## config.mk

```make
export PLATFORM = sky130hd
export DESIGN_NAME = mul_div_unit
export DESIGN_NICKNAME = d
export VERILOG_FILES = /design/src/rtl/mul_div_unit_pkg.sv /design/src/rtl/mul_div_unit_twos_negate.sv /design/src/rtl/mul_div_unit.sv
export SDC_FILE = /design/constraint.sdc
export NUM_CORES = 2
export LEC_CHECK = 0
export ABC_AREA = 1
export CAP_MARGIN = 20
export CORE_ASPECT_RATIO = 0.6
export CORE_MARGIN = 2
export CORE_UTILIZATION = 25
export CTS_BUF_LIST = sky130_fd_sc_hd__clkbuf_2
export DETAILED_ROUTE_END_ITERATION = 8
export PLACE_DENSITY = 0.48
export REMOVE_ABC_BUFFERS = 1
export SYNTH_ARGS = -nofsm -noshare
export SYNTH_HDL_FRONTEND = slang
export SYNTH_SLANG_ARGS = --single-unit
```

## constraint.sdc

```tcl
create_clock -name clk -period 3.8 [get_ports clk]
set_input_delay 0.76 -clock clk [delete_from_list [all_inputs] [get_ports clk]]
set_output_delay 0.76 -clock clk [all_outputs]
set_load 0.01 [all_outputs]
```

## src/rtl/mul_div_unit_pkg.sv

```systemverilog
// Shared op codes, FSM states and capture-context payload for the multiply/divide unit.
package mul_div_unit_pkg;

    localparam int unsigned WORD    = 64;
    localparam int unsigned MD_OP_W = 3;
    localparam int unsigned RD_W    = 5;

    typedef enum logic [MD_OP_W-1:0] {
        MD_MUL   = 3'd0,
        MD_SMULH = 3'd1,
        MD_UMULH = 3'd2,
        MD_SDIV  = 3'd3,
        MD_UDIV  = 3'd4
    } md_op_e;

    typedef enum logic [1:0] {
        ST_IDLE = 2'd0,
        ST_CALC = 2'd1,
        ST_FIX  = 2'd2
    } md_state_e;

    // Everything about the in-flight instruction that is not datapath.
    typedef struct packed {
        logic [MD_OP_W-1:0] op;
        logic [RD_W-1:0]    rd;
        logic               neg;
    } md_ctx_t;

    function automatic logic is_signed_op(input logic [MD_OP_W-1:0] op);
        return (op == MD_SMULH) || (op == MD_SDIV);
    endfunction

    function automatic logic is_div_op(input logic [MD_OP_W-1:0] op);
        return (op == MD_SDIV) || (op == MD_UDIV);
    endfunction

endpackage

```

## src/rtl/mul_div_unit_twos_negate.sv

```systemverilog
// Conditional two's-complement negate; used for operand magnitude and result sign fix.
module twos_negate #(
    parameter int unsigned WIDTH = 64
) (
    input  logic [WIDTH-1:0] val_i,
    input  logic             neg_i,
    output logic [WIDTH-1:0] res_o
);

    assign res_o = neg_i ? (~val_i + WIDTH'(1)) : val_i;

endmodule

```

## src/rtl/mul_div_unit.sv

```systemverilog
// Iterative multiply/divide unit: one shift-add or restoring shift-subtract step per cycle,
// fixed WIDTH+1 cycle latency from capture to done for every op.
module mul_div_unit
    import mul_div_unit_pkg::*;
#(
    parameter int unsigned WIDTH = WORD
) (
    input  logic               clk,
    input  logic               reset,
    input  logic               start,
    input  logic [MD_OP_W-1:0] op,
    input  logic [WIDTH-1:0]   operand_a,
    input  logic [WIDTH-1:0]   operand_b,
    input  logic [RD_W-1:0]    rd_in,
    output logic               busy,
    output logic               done,
    output logic [WIDTH-1:0]   result,
    output logic [RD_W-1:0]    rd_out
);

    localparam int unsigned CNT_W = $clog2(WIDTH) + 1;
    localparam int unsigned ACC_W = 2 * WIDTH;

    md_state_e         state_q, state_d;
    md_ctx_t           ctx_q, ctx_d;
    logic [WIDTH-1:0]  opnd_q, opnd_d;
    logic [ACC_W-1:0]  acc_q, acc_d;
    logic [CNT_W-1:0]  cnt_q, cnt_d;
    logic              busy_q, busy_d;
    logic              done_q, done_d;
    logic [WIDTH-1:0]  result_q, result_d;
    logic [RD_W-1:0]   rd_out_q, rd_out_d;

    logic              signed_c;
    logic              div_c;
    logic [WIDTH-1:0]  abs_a_c;
    logic [WIDTH-1:0]  abs_b_c;
    logic [ACC_W-1:0]  fix_c;

    assign signed_c = is_signed_op(op);
    assign div_c    = is_div_op(op);

    twos_negate #(.WIDTH(WIDTH)) u_abs_a (
        .val_i (operand_a),
        .neg_i (signed_c & operand_a[WIDTH-1]),
        .res_o (abs_a_c)
    );

    twos_negate #(.WIDTH(WIDTH)) u_abs_b (
        .val_i (operand_b),
        .neg_i (signed_c & operand_b[WIDTH-1]),
        .res_o (abs_b_c)
    );

    // Negating the whole accumulator fixes both the SMULH high half and the SDIV quotient
    // in the low half, since low bits of a negation depend only on low bits.
    twos_negate #(.WIDTH(ACC_W)) u_fix (
        .val_i (acc_q),
        .neg_i (ctx_q.neg),
        .res_o (fix_c)
    );

    // One shift-add step: accumulator holds {partial product high, remaining multiplier}.
    logic [WIDTH:0]    mul_sum_c;
    logic [ACC_W-1:0]  mul_next_c;

    assign mul_sum_c  = {1'b0, acc_q[ACC_W-1:WIDTH]}
                      + (acc_q[0] ? {1'b0, opnd_q} : (WIDTH+1)'(0));
    assign mul_next_c = {mul_sum_c, acc_q[WIDTH-1:1]};

    // One restoring step: accumulator holds {partial remainder, dividend/quotient bits}.
    logic [WIDTH:0]    rem_sh_c;
    logic [WIDTH-1:0]  rem_sub_c;
    logic              q_bit_c;
    logic [ACC_W-1:0]  div_next_c;

    assign rem_sh_c   = {acc_q[ACC_W-1:WIDTH], acc_q[WIDTH-1]};
    assign q_bit_c    = (rem_sh_c >= {1'b0, opnd_q});
    assign rem_sub_c  = rem_sh_c[WIDTH-1:0] - opnd_q;
    assign div_next_c = {(q_bit_c ? rem_sub_c : rem_sh_c[WIDTH-1:0]),
                         acc_q[WIDTH-2:0], q_bit_c};

    // Final result selection once all iterations are complete.
    logic              div_zero_c;
    logic [WIDTH-1:0]  fix_result_c;

    assign div_zero_c = (opnd_q == '0);

    always_comb begin
        fix_result_c = '0;
        case (ctx_q.op)
            MD_MUL:   fix_result_c = acc_q[WIDTH-1:0];
            MD_UMULH: fix_result_c = acc_q[ACC_W-1:WIDTH];
            MD_SMULH: fix_result_c = fix_c[ACC_W-1:WIDTH];
            MD_UDIV:  fix_result_c = div_zero_c ? '0 : acc_q[WIDTH-1:0];
            MD_SDIV:  fix_result_c = div_zero_c ? '0 : fix_c[WIDTH-1:0];
            default:  fix_result_c = '0;
        endcase
    end

    // Next-state and datapath update.
    always_comb begin
        state_d  = state_q;
        ctx_d    = ctx_q;
        opnd_d   = opnd_q;
        acc_d    = acc_q;
        cnt_d    = cnt_q;
        busy_d   = busy_q;
        done_d   = 1'b0;
        result_d = result_q;
        rd_out_d = rd_out_q;

        case (state_q)
            ST_IDLE: begin
                if (start) begin
                    ctx_d.op  = op;
                    ctx_d.rd  = rd_in;
                    ctx_d.neg = signed_c & (operand_a[WIDTH-1] ^ operand_b[WIDTH-1]);
                    opnd_d    = div_c ? abs_b_c : abs_a_c;
                    acc_d     = {WIDTH'(0), (div_c ? abs_a_c : abs_b_c)};
                    cnt_d     = '0;
                    busy_d    = 1'b1;
                    state_d   = ST_CALC;
                end
            end
            ST_CALC: begin
                acc_d = is_div_op(ctx_q.op) ? div_next_c : mul_next_c;
                cnt_d = cnt_q + CNT_W'(1);
                if (cnt_q == CNT_W'(WIDTH - 1)) begin
                    state_d = ST_FIX;
                end
            end
            ST_FIX: begin
                result_d = fix_result_c;
                rd_out_d = ctx_q.rd;
                done_d   = 1'b1;
                busy_d   = 1'b0;
                state_d  = ST_IDLE;
            end
            default: begin
                state_d = ST_IDLE;
                busy_d  = 1'b0;
            end
        endcase
    end

    always_ff @(posedge clk or negedge reset) begin
        if (!reset) begin
            state_q  <= ST_IDLE;
            ctx_q    <= '0;
            opnd_q   <= '0;
            acc_q    <= '0;
            cnt_q    <= '0;
            busy_q   <= 1'b0;
            done_q   <= 1'b0;
            result_q <= '0;
            rd_out_q <= '0;
        end else begin
            state_q  <= state_d;
            ctx_q    <= ctx_d;
            opnd_q   <= opnd_d;
            acc_q    <= acc_d;
            cnt_q    <= cnt_d;
            busy_q   <= busy_d;
            done_q   <= done_d;
            result_q <= result_d;
            rd_out_q <= rd_out_d;
        end
    end

    assign busy   = busy_q;
    assign done   = done_q;
    assign result = result_q;
    assign rd_out = rd_out_q;

endmodule

```

======== Word-level counts from Yosys, hierarchy flattened ========
Index checks and enable logic that the tools add are counted.
word-level totals
  input bits .............................. 139
  register bits after elaboration ......... 281
  output and inout bits ................... 71
  logic and storage cells ................. 70
cells by class
  bitwise logic cells ..................... 8
  mux-type cells .......................... 21
  equal/unequal tests ..................... 12
  $lt $le $gt $ge ......................... 1
  $add $sub $neg .......................... 6
  reduce and logical (&&, ||, !) cells .... 11
operators by type and width
  cell                                              count
  two-way mux 64 bit                                8
  two-way mux 128 bit                               3
  one-hot mux 64 bit (5 select lines)               1
  one-hot mux 128 bit (2 select lines)              1
  adder 128 x 1 -> 128 bit (second input constant)  1
  adder 64 x 1 -> 64 bit (second input constant)    2
  NOT 128 bit                                       1
  NOT 64 bit                                        2
  adder 64 x 64 -> 65 bit                           1
  greater-or-equal comparator 65 x 64 -> 1 bit      1
  zero test 64 bit                                  1
  subtractor 64 bit                                 1
  one-hot mux 7 bit (2 select lines)                1
  == test 3 x 2 -> 1 bit (second input constant)    3
  AND reduction 2 bit                               4
  adder 7 x 1 -> 7 bit (second input constant)      1
  == test 7 x 6 -> 1 bit (second input constant)    1
  two-way mux 7 bit                                 1
  == test 3 x 1 -> 1 bit (second input constant)    2
  == test 3 bit (second input constant)             2
  two-way mux 2 bit                                 2
  != test 2 bit (second input constant)             2
  one-hot mux 2 bit (2 select lines)                1
  bitwise AND 1 bit                                 3
  other kinds (10)                                  13

======== Longest topological paths before layout ========
  word-level depth ........................ 7
  mapped depth ............................ 24
  gate-level depth less buffers ........... 22

======== By module ========
A second synthesis with hierarchy kept.
second synthesis, totals
  cell total of the unflattened synthesis .. 7210
  area, all modules ....................... 38883.5 µm²
modules (own cells, without submodules)
  module                     instances  sequential area each (µm²)  area each (µm²)  cells an instance
  mul_div_unit               1          7031.7                      28599.9          5030
  twos_negate (u_fix)        1          0.0                         5351.4           1184
  twos_negate (u_abs_a ...)  2          0.0                         2466.1           498

======== Worst setup path before layout ========
Ideal clock, no wire load.
  kind .................................... flip-flop to flip-flop
  from .................................... register acc_q[0]
  to ...................................... register acc_q[125]
  buffers on the path ..................... 2
  stages on the path, launching flop included .. 24
  required time ........................... 3.684 ns
  library setup time ...................... 0.116 ns
  slack ................................... 0.920 ns
  period minus slack after synthesis ...... 2.880 ns
  arrival time ............................ 2.764 ns
  cell sequence ........................... dfrtp_1 -> clkbuf_1 -> clkbuf_1 -> nand2_1 -> inv_1 -> ha_1 -> inv_1 -> fa_1 -> inv_1 -> nand3_1 -> nand3_1 -> nand2_1 -> nand2_1 -> nand2_1 -> nand2_1 -> nand2_1 -> nand2_1 -> nand2_1 -> nand3_1 -> nand3_1 -> nand2_1 -> inv_1 -> nand2_1 -> nand2_1
on the way
  cells in the longest elaborated chain, start to end .. 4
RTL lines
  what                                  line                 source
  from (decl)                           mul_div_unit.sv:27   logic [ACC_W-1:0] acc_q, acc_d;
  from (signal assigned)                mul_div_unit.sv:152  acc_q <= '0;
  from (signal assigned)                mul_div_unit.sv:162  acc_q <= acc_d;
  two-way mux 64 bit                    mul_div_unit.sv:68   + (acc_q[0] ? {1'b0, opnd_q} : (WIDTH+1)'(0));
  adder 64 x 64 -> 65 bit               mul_div_unit.sv:68
  two-way mux 128 bit                   mul_div_unit.sv:127  acc_d = is_div_op(ctx_q.op) ? div_next_c : mul_next_c;
  one-hot mux 128 bit (2 select lines)  mul_div_unit.sv:113  case (state_q)
No other way between the ends.
A chain may end at the register's enable or synchronous reset.

======== Final worst setup path ========
  from .................................... register opnd_q[4]
  to ...................................... register acc_q[88]
on the way
  cells in the longest elaborated chain, start to end .. 4
  elaborated cells between the ends (all ways) .. 7
  classes of those cells .................. add/sub (2); order compare (1); mux (4)
RTL lines
  what                                                                  line                                    source
  from (decl)                                                           mul_div_unit.sv:26                      logic [WIDTH-1:0] opnd_q, opnd_d;
  from (signal assigned)                                                mul_div_unit.sv:161                     opnd_q <= opnd_d;
  two-way mux 64 bit, or another cell as far along                      mul_div_unit.sv:68
  adder 64 x 64 -> 65 bit / two-way mux 64 bit (equally long branches)  mul_div_unit.sv:68, mul_div_unit.sv:80
  two-way mux 128 bit *                                                 mul_div_unit.sv:127
  one-hot mux 128 bit (2 select lines) *                                mul_div_unit.sv:113
Mark *: on every way between the ends. The rest lies on a longest branch, timed or not.

==> metrics.txt <==
status finished, final reports clean; Via-to-Cell Ratio 5.32; largest net degree at the start of global routing 74; Pwr Density 145 mW/mm^2; layout cell share with drive strength beyond 1 0.0993; Final nets 8198; Post-synth top flop dfrtp_1; RSZ-0062 raised after global routing no; Clock Tree Buf Depth 3; Critical Path Source Type register; number of DRC markers in iteration 0 8122; Congestion Overflow GR 0; first-pass GRT wire length 398000 um; first drt pass iteration count 6; initial antenna violation count 29; GRT Total Usage 0.364; CORE AREA 0.155 mm^2; Hold Violations, Final 0; total wire length 299000 um; async set-reset flop share out of synthesis 1.00; post-layout util 0.311; vias in the first global route 46700; IO buf count 209; placed cells 9875; Design Area, Final 0.0482 mm^2; min Tclk post-route 3.74 ns; Final Cycle Share 0.983; Total Power 0.00701 W; worst vdd ir 0.197 mV; Cell Area, Synth 0.0389 mm^2; CTS tree yes; post-synthesis sequential area ratio 0.181; relative slew slack 0.390; Avg WL per Cell 29.7 um; kind of end point of the critical path register; Remaining DRCs 0; Syn Inst Count 7300; setup ws final 0.0637 ns; Post-synth EDFFs 0; crit path max fanout 4; Root Driver clkbuf_2; fill count 18000; Place WS -0.0972 ns; clock buffer count from CTS 86; final slew viol count 0; num rows 112; Initial Util 0.251; clk_skew 0.175 ns; final setup fails 0; Max H-tree Level 3; die width 513 um; most frequent cells in the layout 2676 x nand2_1, 1136 x inv_1, 756 x nor2_1; CP Data Arrival Time 4.96 ns; Syn. warnings 0; Worst Tran Pin Value 0.911 ns; Fmax 268 MHz; area post-placement 0.0471 mm^2; hpwl dp 257000 um; vias after detailed routing 53500; Mean Syn Cell Area 5.32 um^2; final std cells w/o fill 10100; clk slew on worst S/H paths 0.14 ns; Die Y 309 um; Yosys cell types 53; Area Growth Syn to Fin 23.9%; FF+latch count, synth 281; Crit Path Category reg2reg; Ports 210; max-cap violation count 0; die area 0.159 mm^2; ANT nets after route 0; GPL Wtd Cong 1.07; leakage power 25.0 nW; Worst-Skew Late Latency 1.48 ns; Hold WC Path Type in2reg; leading cell type in the layout, fill and taps excluded nand2_1; Critical Path RT 5.03 ns; number of clock sinks 281
[stage by stage]
stage	hold WS (ns)	TNS [ns]
2_1_floorplan	0.442	-1605.29
3_3_place_gp	0.457	-0.294
3_5_place_dp	0.460	-0.176
4_1_cts	0.0345	0
5_1_grt	0.137	0
6_report	0.241	0
[per-layer routing]
layer / up-vias / global-route usage / share of wire
met5: - / 0.00447 / 0.0017
met4: 24 / 0.0758 / 0.022
met3: 310 / 0.147 / 0.14
met2: 3288 / 0.436 / 0.34
met1: 25500 / 0.572 / 0.49
li1: 24400 / - / -
[worst max-delay path, stage by stage (launching register included)]
cell      delay, ns
dfrtp_1        0.58
inv_1          0.30
ha_1           0.44
nand2_1        0.14
nor2_1         0.10
o21ai_0        0.17
nand2_1        0.22
buf_12         0.19
nand2_1        0.05
nand3_1        0.16
buf_4          0.22
xnor2_1        0.42
nand3_1        0.26
nand3b_1       0.15
nand2_1        0.05
[registers in the layout, indices dropped and copies added (netlist names)]
register	flops
acc_q	128
opnd_q	64
result	64
ctx_q	9
cnt_q	7
rd_out	5
state_q	2
busy	1
done	1
[where the power goes]
part | switching, W | total [W] | internal [W]
Sequential | 0 | 0.00299 | 0.00299
Clock | 0.00187 | 0.00294 | 0.00107
Combinational | 0.000714 | 0.00108 | 0.000361
Total | 0.00258 | 0.00701 | 0.00442
[synthesized netlist by cell type, types with 22 or more instances]
| cell type | number | area [um^2] |
|---|---|---|
| buf_2 | 51 | 255 |
| dfrtp_1 | 281 | 7030 |
| o21ai_0 | 362 | 1810 |
| o211ai_1 | 33 | 248 |
| xor2_1 | 85 | 744 |
| a21oi_1 | 223 | 1120 |
| nand4_1 | 199 | 1240 |
| nand3b_1 | 54 | 405 |
| nand2_1 | 2676 | 10000 |
| nor3_1 | 56 | 280 |
| nor2_2 | 26 | 163 |
| nand2_2 | 22 | 138 |
| ha_1 | 132 | 1650 |
| o22ai_1 | 54 | 338 |
| xnor2_1 | 53 | 464 |
| inv_1 | 1140 | 4280 |
| nand3_1 | 736 | 3680 |
| clkbuf_1 | 129 | 484 |
| nor2_1 | 760 | 2850 |
[area by class of cell]
cell class                      count  area (um^2)  area share
Antenna cell                       18         45.0    0.000935
Clock inverter                     47          302     0.00626
Clock buffer                      112          561      0.0116
Timing Repair Buffer              757         6730       0.140
Sequential cell                   281         7040       0.146
Multi-Input combinational cell   5627        26500       0.550
Inverter                         1172         4410      0.0915
Tap cell                         2052         2570      0.0533
[timing repair]
item | CTS | global route
gates resized for setup | 0 | 7
hold endpoints to repair | 290 | 0
setup buffers | 0 | 2
endpoints found under the setup margin | 0 | 14
hold buffers | 12 | 0
[final timing paths]
path / from / end / slack [ns] / cells after the start
max: opnd_q[4] / acc_q[88] / 0.06 / 14
min: operand_b[0] / acc_q[0] / 0.24 / 6
max reg2reg: opnd_q[4] / acc_q[88] / 0.06 / 14
min reg2reg: rd_out[0] / rd_out[0] / 0.48 / 2
max in group asynchronous: reset / result[61] / 2.67 / 4
min in group asynchronous: reset / result[14] / 0.61 / 4
[cells by family after synthesis]
logic type,synth area share
buffers and inverters,0.139
muxes,0.000258
DFF,0.181
adders and majority gates,0.0435
AOI/OAI and AO/OA,0.106
xor gates and xnor gates,0.0311
and+or+nand+nor,0.499
No activity file was read; power rests on OpenSTA's default activity.
